<file path="config.mk">
export PLATFORM = sky130hd
export DESIGN_NAME = muldiv_seq
export DESIGN_NICKNAME = d
export VERILOG_FILES = /design/src/rtl/muldiv_pkg.sv /design/src/rtl/muldiv_ctrl.sv /design/src/rtl/muldiv_seq.sv
export SDC_FILE = /design/constraint.sdc
export NUM_CORES = 1
export LEC_CHECK = 0
export CORE_ASPECT_RATIO = 1.25
export CORE_MARGIN = 2
export CORE_UTILIZATION = 60
export CTS_BUF_LIST = sky130_fd_sc_hd__clkbuf_4 sky130_fd_sc_hd__clkbuf_8
export DETAILED_ROUTE_END_ITERATION = 8
export PLACE_DENSITY = 0.92
export SLEW_MARGIN = 5
export SYNTH_ARGS = -nofsm -noshare
export SYNTH_HDL_FRONTEND = slang
export SYNTH_SLANG_ARGS = --single-unit
</file>
<file path="constraint.sdc">
create_clock -name Clk -period 4.71 [get_ports Clk]
set_clock_uncertainty 0.1 [all_clocks]
set_input_delay 0.7065 -clock Clk [delete_from_list [all_inputs] [get_ports Clk]]
set_output_delay 0.7065 -clock Clk [all_outputs]
set_load 0.03 [all_outputs]
</file>
<file path="src/rtl/muldiv_pkg.sv">
// Shared types and constants for the sequential multiply/divide unit.
//   op_e    : operation encoding presented on the op port (0..7)
//   state_e : control FSM states
package muldiv_pkg;

    localparam int unsigned WIDTH_DEFAULT = 32;

    typedef enum logic [2:0] {
        OP_MUL    = 3'd0,
        OP_MULH   = 3'd1,
        OP_MULHSU = 3'd2,
        OP_MULHU  = 3'd3,
        OP_DIV    = 3'd4,
        OP_DIVU   = 3'd5,
        OP_REM    = 3'd6,
        OP_REMU   = 3'd7
    } op_e;

    typedef enum logic [1:0] {
        IDLE   = 2'd0,
        CALC   = 2'd1,
        ADJUST = 2'd2,
        DONE   = 2'd3
    } state_e;

endpackage

</file>
<file path="src/rtl/muldiv_ctrl.sv">
// Control FSM and iteration counter for muldiv_seq.
// Ports:
//   Clk, Reset_n          : clock, async active-low reset
//   req_valid, kill       : request strobe, abort of the operation in flight
//   resp_ready            : consumer accepts the response
//   early                 : latched operands need no iteration (shortcut to DONE)
//   state                 : current FSM state (registered)
//   req_ready, busy,
//   resp_valid            : registered handshake / status outputs
//   accept_c              : request accepted on this edge (combinational)
module muldiv_ctrl
    import muldiv_pkg::*;
#(
    parameter int unsigned WIDTH = WIDTH_DEFAULT
) (
    input  logic   Clk,
    input  logic   Reset_n,
    input  logic   req_valid,
    input  logic   kill,
    input  logic   resp_ready,
    input  logic   early,
    output state_e state,
    output logic   req_ready,
    output logic   busy,
    output logic   resp_valid,
    output logic   accept_c
);

    localparam int unsigned CNT_W = $clog2(WIDTH + 1);

    state_e             state_next;
    logic [CNT_W-1:0]   cnt;
    logic [CNT_W-1:0]   cnt_next;

    assign accept_c = req_valid & req_ready;

    // Next state and counter
    always_comb begin
        state_next = state;
        cnt_next   = cnt;
        case (state)
            IDLE: begin
                if (accept_c) begin
                    state_next = CALC;
                    cnt_next   = CNT_W'(WIDTH);
                end
            end
            CALC: begin
                if (kill) begin
                    state_next = IDLE;
                    cnt_next   = '0;
                end else if (early) begin
                    state_next = DONE;
                    cnt_next   = '0;
                end else begin
                    cnt_next = cnt - CNT_W'(1);
                    // Leaving at count 1 yields exactly WIDTH iteration cycles
                    if (cnt == CNT_W'(1)) begin
                        state_next = ADJUST;
                    end
                end
            end
            ADJUST: begin
                state_next = kill ? IDLE : DONE;
            end
            DONE: begin
                // kill takes the same exit as a handshake; consumer drops the result
                if (kill || resp_ready) begin
                    state_next = IDLE;
                end
            end
            default: begin
                state_next = IDLE;
                cnt_next   = '0;
            end
        endcase
    end

    // State register; status outputs are registered from the next state
    always_ff @(posedge Clk or negedge Reset_n) begin
        if (!Reset_n) begin
            state      <= IDLE;
            cnt        <= '0;
            req_ready  <= 1'b1;
            busy       <= 1'b0;
            resp_valid <= 1'b0;
        end else begin
            state      <= state_next;
            cnt        <= cnt_next;
            req_ready  <= (state_next == IDLE);
            busy       <= (state_next != IDLE);
            resp_valid <= (state_next == DONE);
        end
    end

endmodule

</file>
<file path="src/rtl/muldiv_seq.sv">
// Sequential radix-2 multiply/divide unit (RISC-V M-extension style ops).
// One operand bit per cycle on magnitudes, followed by a one-cycle sign
// correction / result select.
// Ports:
//   Clk, Reset_n            : clock, async active-low reset
//   req_valid/req_ready     : request handshake; op, a, b sampled on accept
//   kill                    : abort the operation in flight
//   resp_valid/resp_ready   : response handshake; result held while stalled
//   busy                    : unit is not idle
// Build option: MULDIV_EARLY_OUT_EN -- divide-by-zero, signed overflow and
// multiply by zero skip the iterations and respond one cycle after accept.
module muldiv_seq
    import muldiv_pkg::*;
#(
    parameter int unsigned WIDTH = WIDTH_DEFAULT
) (
    input  logic             Clk,
    input  logic             Reset_n,
    input  logic             req_valid,
    output logic             req_ready,
    input  logic [2:0]       op,
    input  logic [WIDTH-1:0] a,
    input  logic [WIDTH-1:0] b,
    input  logic             kill,
    output logic             resp_valid,
    input  logic             resp_ready,
    output logic [WIDTH-1:0] result,
    output logic             busy
);

    localparam int unsigned     W2      = 2 * WIDTH;
    localparam logic [WIDTH-1:0] MIN_NEG = {1'b1, {(WIDTH-1){1'b0}}};

    state_e             state;
    logic               accept_c;
    logic               early_c;

    op_e                op_in_c;
    logic               neg_a_c;
    logic               neg_b_c;
    logic [WIDTH-1:0]   mag_a_c;
    logic [WIDTH-1:0]   mag_b_c;
    logic               special_c;
    logic [WIDTH-1:0]   special_res_c;

    op_e                op_q;
    logic               neg_a_q;
    logic               neg_b_q;
    logic               special_q;
    logic [WIDTH-1:0]   special_res_q;
    logic [WIDTH-1:0]   opnd_q;
    logic [W2-1:0]      acc;

    logic               is_div_c;
    logic [WIDTH:0]     sum_c;
    logic [WIDTH:0]     shifted_c;
    logic [WIDTH:0]     diff_c;
    logic [W2-1:0]      acc_step_c;
    logic [W2-1:0]      prod_c;
    logic [WIDTH-1:0]   quo_c;
    logic [WIDTH-1:0]   rem_c;
    logic [WIDTH-1:0]   res_next_c;
    logic               res_load_c;

    muldiv_ctrl #(
        .WIDTH (WIDTH)
    ) u_ctrl (
        .Clk        (Clk),
        .Reset_n    (Reset_n),
        .req_valid  (req_valid),
        .kill       (kill),
        .resp_ready (resp_ready),
        .early      (early_c),
        .state      (state),
        .req_ready  (req_ready),
        .busy       (busy),
        .resp_valid (resp_valid),
        .accept_c   (accept_c)
    );

`ifdef MULDIV_EARLY_OUT_EN
    assign early_c = special_q;
`else
    assign early_c = 1'b0;
`endif

    // Operand signs, magnitudes and special-case detection at the request port
    always_comb begin
        op_in_c       = op_e'(op);
        neg_a_c       = 1'b0;
        neg_b_c       = 1'b0;
        special_c     = 1'b0;
        special_res_c = '0;
        if (op_in_c inside {OP_MULH, OP_MULHSU, OP_DIV, OP_REM}) begin
            neg_a_c = a[WIDTH-1];
        end
        if (op_in_c inside {OP_MULH, OP_DIV, OP_REM}) begin
            neg_b_c = b[WIDTH-1];
        end
        mag_a_c = neg_a_c ? -a : a;
        mag_b_c = neg_b_c ? -b : b;
        if (op[2]) begin
            // op[1] selects remainder, op[0] selects unsigned
            if (b == '0) begin
                special_c     = 1'b1;
                special_res_c = op[1] ? a : '1;
            end else if (!op[0] && a == MIN_NEG && b == '1) begin
                special_c     = 1'b1;
                special_res_c = op[1] ? '0 : a;
            end
        end else if (a == '0 || b == '0) begin
            special_c     = 1'b1;
            special_res_c = '0;
        end
    end

    // One radix-2 step: shift-add multiply or restoring divide
    always_comb begin
        is_div_c  = (op_q inside {OP_DIV, OP_DIVU, OP_REM, OP_REMU});
        sum_c     = {1'b0, acc[W2-1:WIDTH]} + {1'b0, (acc[0] ? opnd_q : {WIDTH{1'b0}})};
        shifted_c = {acc[W2-1:WIDTH], acc[WIDTH-1]};
        diff_c    = shifted_c - {1'b0, opnd_q};
        if (!is_div_c) begin
            acc_step_c = {sum_c, acc[WIDTH-1:1]};
        end else if (diff_c[WIDTH]) begin
            acc_step_c = {shifted_c[WIDTH-1:0], acc[WIDTH-2:0], 1'b0};
        end else begin
            acc_step_c = {diff_c[WIDTH-1:0], acc[WIDTH-2:0], 1'b1};
        end
    end

    // Sign correction and result half select; special cases bypass correction
    always_comb begin
        prod_c     = (neg_a_q ^ neg_b_q) ? -acc : acc;
        quo_c      = (neg_a_q ^ neg_b_q) ? -acc[WIDTH-1:0] : acc[WIDTH-1:0];
        rem_c      = neg_a_q ? -acc[W2-1:WIDTH] : acc[W2-1:WIDTH];
        res_next_c = '0;
        case (op_q)
            OP_MUL:                       res_next_c = acc[WIDTH-1:0];
            OP_MULH, OP_MULHSU, OP_MULHU: res_next_c = prod_c[W2-1:WIDTH];
            OP_DIV, OP_DIVU:              res_next_c = quo_c;
            OP_REM, OP_REMU:              res_next_c = rem_c;
            default:                      res_next_c = '0;
        endcase
        if (special_q) begin
            res_next_c = special_res_q;
        end
        res_load_c = (state == ADJUST) || (state == CALC && early_c);
    end

    // Datapath registers
    always_ff @(posedge Clk or negedge Reset_n) begin
        if (!Reset_n) begin
            op_q          <= OP_MUL;
            neg_a_q       <= 1'b0;
            neg_b_q       <= 1'b0;
            special_q     <= 1'b0;
            special_res_q <= '0;
            opnd_q        <= '0;
            acc           <= '0;
            result        <= '0;
        end else begin
            if (accept_c) begin
                op_q          <= op_in_c;
                neg_a_q       <= neg_a_c;
                neg_b_q       <= neg_b_c;
                special_q     <= special_c;
                special_res_q <= special_res_c;
                // Multiply: opnd = multiplicand, acc.lo = multiplier.
                // Divide:   opnd = divisor,      acc.lo = dividend.
                opnd_q        <= op[2] ? mag_b_c : mag_a_c;
                acc           <= {{WIDTH{1'b0}}, (op[2] ? mag_a_c : mag_b_c)};
            end else if (state == CALC) begin
                acc <= acc_step_c;
            end
            if (res_load_c) begin
                result <= res_next_c;
            end
        end
    end

endmodule

</file>
==> results.yml <==
timing:
  hold_violations: 0
  fin_crit_ns: 4.26
  tightestPinTransition_ns: 1.04
  drv_slew: 0
  fmax_mhz: 235
  fin_tns_setup_ns: 0
  grt_setup_unrepaired: "no"
  fin_crit_sh: 0.904
  fin_ws_ns: 0.451
  setup_viol: 0
  max_slew_margin: 0.306
power:
  p_leak_nw: 7.77
  power-per-cell-area_nw_per_um2: 726
  combPwrFrac: 0.698
  pwr-share-clk: 0.087
  vdd_ir_drop_max_mv: 0.302
  switching_share: 0.557
  intPower_mw: 5.89
  seqPwrFrac: 0.215
  power_switching_mw: 7.40
worst_setup_path:
  cp-start-kind: "flop"
  path_class: "reg -> reg"
  r2r_cells: 12
  crit_arrival_ns: 4.53
  critPathSlowestCell: "dfrtp_1"
  cp_max_fo: 23
  slowest_delay_ns: 0.54
  crit_required_ns: 4.98
  endpoint_kind: "flop"
  path_cells: "inv_1 -> ha_1 -> fa_1 -> nor2b_1 -> o21ba_2 -> o2111ai_1 -> nand4_1 -> a2111o_1 -> nand3_2 -> buf_4 -> a211oi_1 -> o21ai_0"
clocking:
  numClockSinks: 177
  cts_tree: "done"
  cts_root_buf: "clkbuf_8"
  clk_path_buf_depth: 2
  cts_resized: 0
  path_clk_slew_ns: 0.13
  cts.htree.levels: 4
  cts_hold_buf: 0
  worst_skew_pair.late_latency_ns: 0.51
  postCtsSetupBuffers: 0
  numCtsBuffers: 17
finish:
  multi_input_area_um2: 11200
  drive_above_1_share: 0.0636
  fill_cells: 2295
  seq_area_um2: 4430
  nNetsFinal: 2411
  diodes: 0
  syn_to_final_growth_pct: 11.2
placement:
  routabilityCongestion: 1.07
  io_buffers: 106
  hpwl_um: 48900
  dp_slack_ns: 0.470
floorplan:
  start_util: 0.611
  ios: 107
  die-area_um2: 28800
  fp.dieW_um: 152
  fp.coreArea_um2: 26900
  dieHeight_um: 189
  fp-row-count: 67
grt:
  grt_pass1_wl_um: 98100
  grt_start_max_net_pins: 124
  grt_pass1_vias: 17000
  track_usage: 0.438
  antenna_found_initial: 2
  grt_overflow: 0
logic_synthesis:
  synth_cells: 2243
  ys_ff_latch: 177
  synth_cell_types: 81
  synth_top_cell_by_area: "dfrtp_1"
  synth_edf_count: 0
  synth_area_leaders: "dfrtp_1 27%, o21ai_0 8.3%, a21oi_1 6.4%"
  yosys.area.top_type_share: 0.268
  ys_warn_count: 0
  synth_fp_nets: 2388
  synth_ff_type: "dfrtp_1"
  synth_seq_area_share: 0.269
  async_reset_ff_frac: 1.00
  synth.top_cells.by_count: "273 x o21ai_0, 267 x nand2_1, 253 x nor2_1"
  synth_area_um2: 16500
  avgSynthCellArea_um2: 7.34
  synth.most_common_cell: "o21ai_0"
detailed_routing:
  final_antenna_net_count: 0
  drtIter0Drc: 2310
  drc_errors: 0
  num_vias: 17800
  first_pass_iters: 8
  vias_per_cell: 6.80
  wire_per_inst_um: 24.1
  totalWireLength_um: 63300
worst_hold_path:
  hold_path_class: "in -> async"
job:
  cap_violations: 0
status:
  status: "finished, final reports clean"
==> critical path: cells and delay by family, from the launching register on <==
| kind | cells | cell delay (ns) |
|---|---|---|
| simple gates | 3 | 1.12 |
| compound gates | 5 | 1.10 |
| fa+ha+maj | 2 | 0.64 |
| buf+inv | 2 | 0.60 |
| flops | 1 | 0.54 |
==> flip-flops by register name (all words and copies together) (netlist names) <==
name               count
u_ctrl.state           2
op_q                   3
u_ctrl.resp_valid      1
u_ctrl.busy            1
u_ctrl.req_ready       1
neg_b_q                1
u_ctrl.cnt             6
opnd_q                32
result                32
special_res_q         32
special_q              1
neg_a_q                1
acc                   64
==> placed cells by master, fill, tap and decap left out, drive strengths merged, types with 21 or more instances in the layout <==
cell           Yosys  layout
nor2             254     254
mux2i             43      43
nand3             34      34
a21oi            211     211
nand2            267     267
a22oi             21      21
o21ai            276     276
xor2              86      86
o211ai            51      51
ha                71      71
a21o              28      28
inv               65      73
a31oi             29      29
xnor2             97      97
or4               23      23
dfrtp            176     176
nor3              46      46
nor4              29      29
clkdlybuf4s50      0     104
buf               17      72
nand4             21      21
==> power groups by stage <==
stage	Combinational (mW)	Sequential (mW)	Clock, mW
4_1_cts	8.98	2.80	1.14
5_1_grt	10.0	2.90	1.21
6_report	9.27	2.85	1.16
3_3_place_gp	8.74	2.80	0
3_5_place_dp	8.90	2.83	0
2_1_floorplan	6.18	2.66	0
==> final cells by class <==
| class | count | share of cell area |
|---|---|---|
| clock inverter | 14 | 0.00958 |
| multi-input combinational | 1829 | 0.610 |
| sequential | 177 | 0.242 |
| timing repair buffer | 176 | 0.0874 |
| clock buffer | 18 | 0.0135 |
| tap | 345 | 0.0236 |
| inverter | 65 | 0.0133 |
==> logic make-up after synthesis <==
group / count (synthesis) / share of synthesized area
compound gates: 746 / 0.270
xor+xnor: 183 / 0.0974
fa+ha+maj: 73 / 0.0564
buf+inv: 237 / 0.0551
flops: 177 / 0.269
mux: 46 / 0.0282
simple gates: 781 / 0.223
==> stage by stage <==
stage	std cells	hold WS [ns]	area (um^2)	power, mW	utilization
final	2624	0.00652	18300	13.3	0.680
after global routing	2624	0.0302	18300	14.1	0.680
after detailed placement	2592	0.364	17900	11.7	0.664
after global placement	2592	0.355	17900	11.5	0.664
after floorplan	2243	0.311	16500	8.84	-
after CTS	2624	0.0218	18300	12.9	0.680
==> final timing paths <==
path	startpoint	endpoint	slack, ns
max	acc[31]$_DFFE_PN0P_	acc[35]$_DFFE_PN0P_	0.45
min	Reset_n	acc[60]$_DFFE_PN0P_	0.007
max reg2reg	acc[31]$_DFFE_PN0P_	acc[35]$_DFFE_PN0P_	0.45
min reg2reg	opnd_q[13]$_DFFE_PN0P_	opnd_q[13]$_DFFE_PN0P_	0.39
max in group asynchronous	Reset_n	op_q[2]$_DFFE_PN0P_	3.46
min in group Clk	opnd_q[13]$_DFFE_PN0P_	opnd_q[13]$_DFFE_PN0P_	0.39
==> routing by layer <==
metal | vias up | GRT usage | share of wire
met5 | - | 0 | 0.00039
met4 | 4 | 0.349 | 0.097
met3 | 339 | 0.0913 | 0.099
met2 | 1168 | 0.692 | 0.45
met1 | 8269 | 0.519 | 0.36
li1 | 8064 | - | -
(Power assumes the default switching activity.)
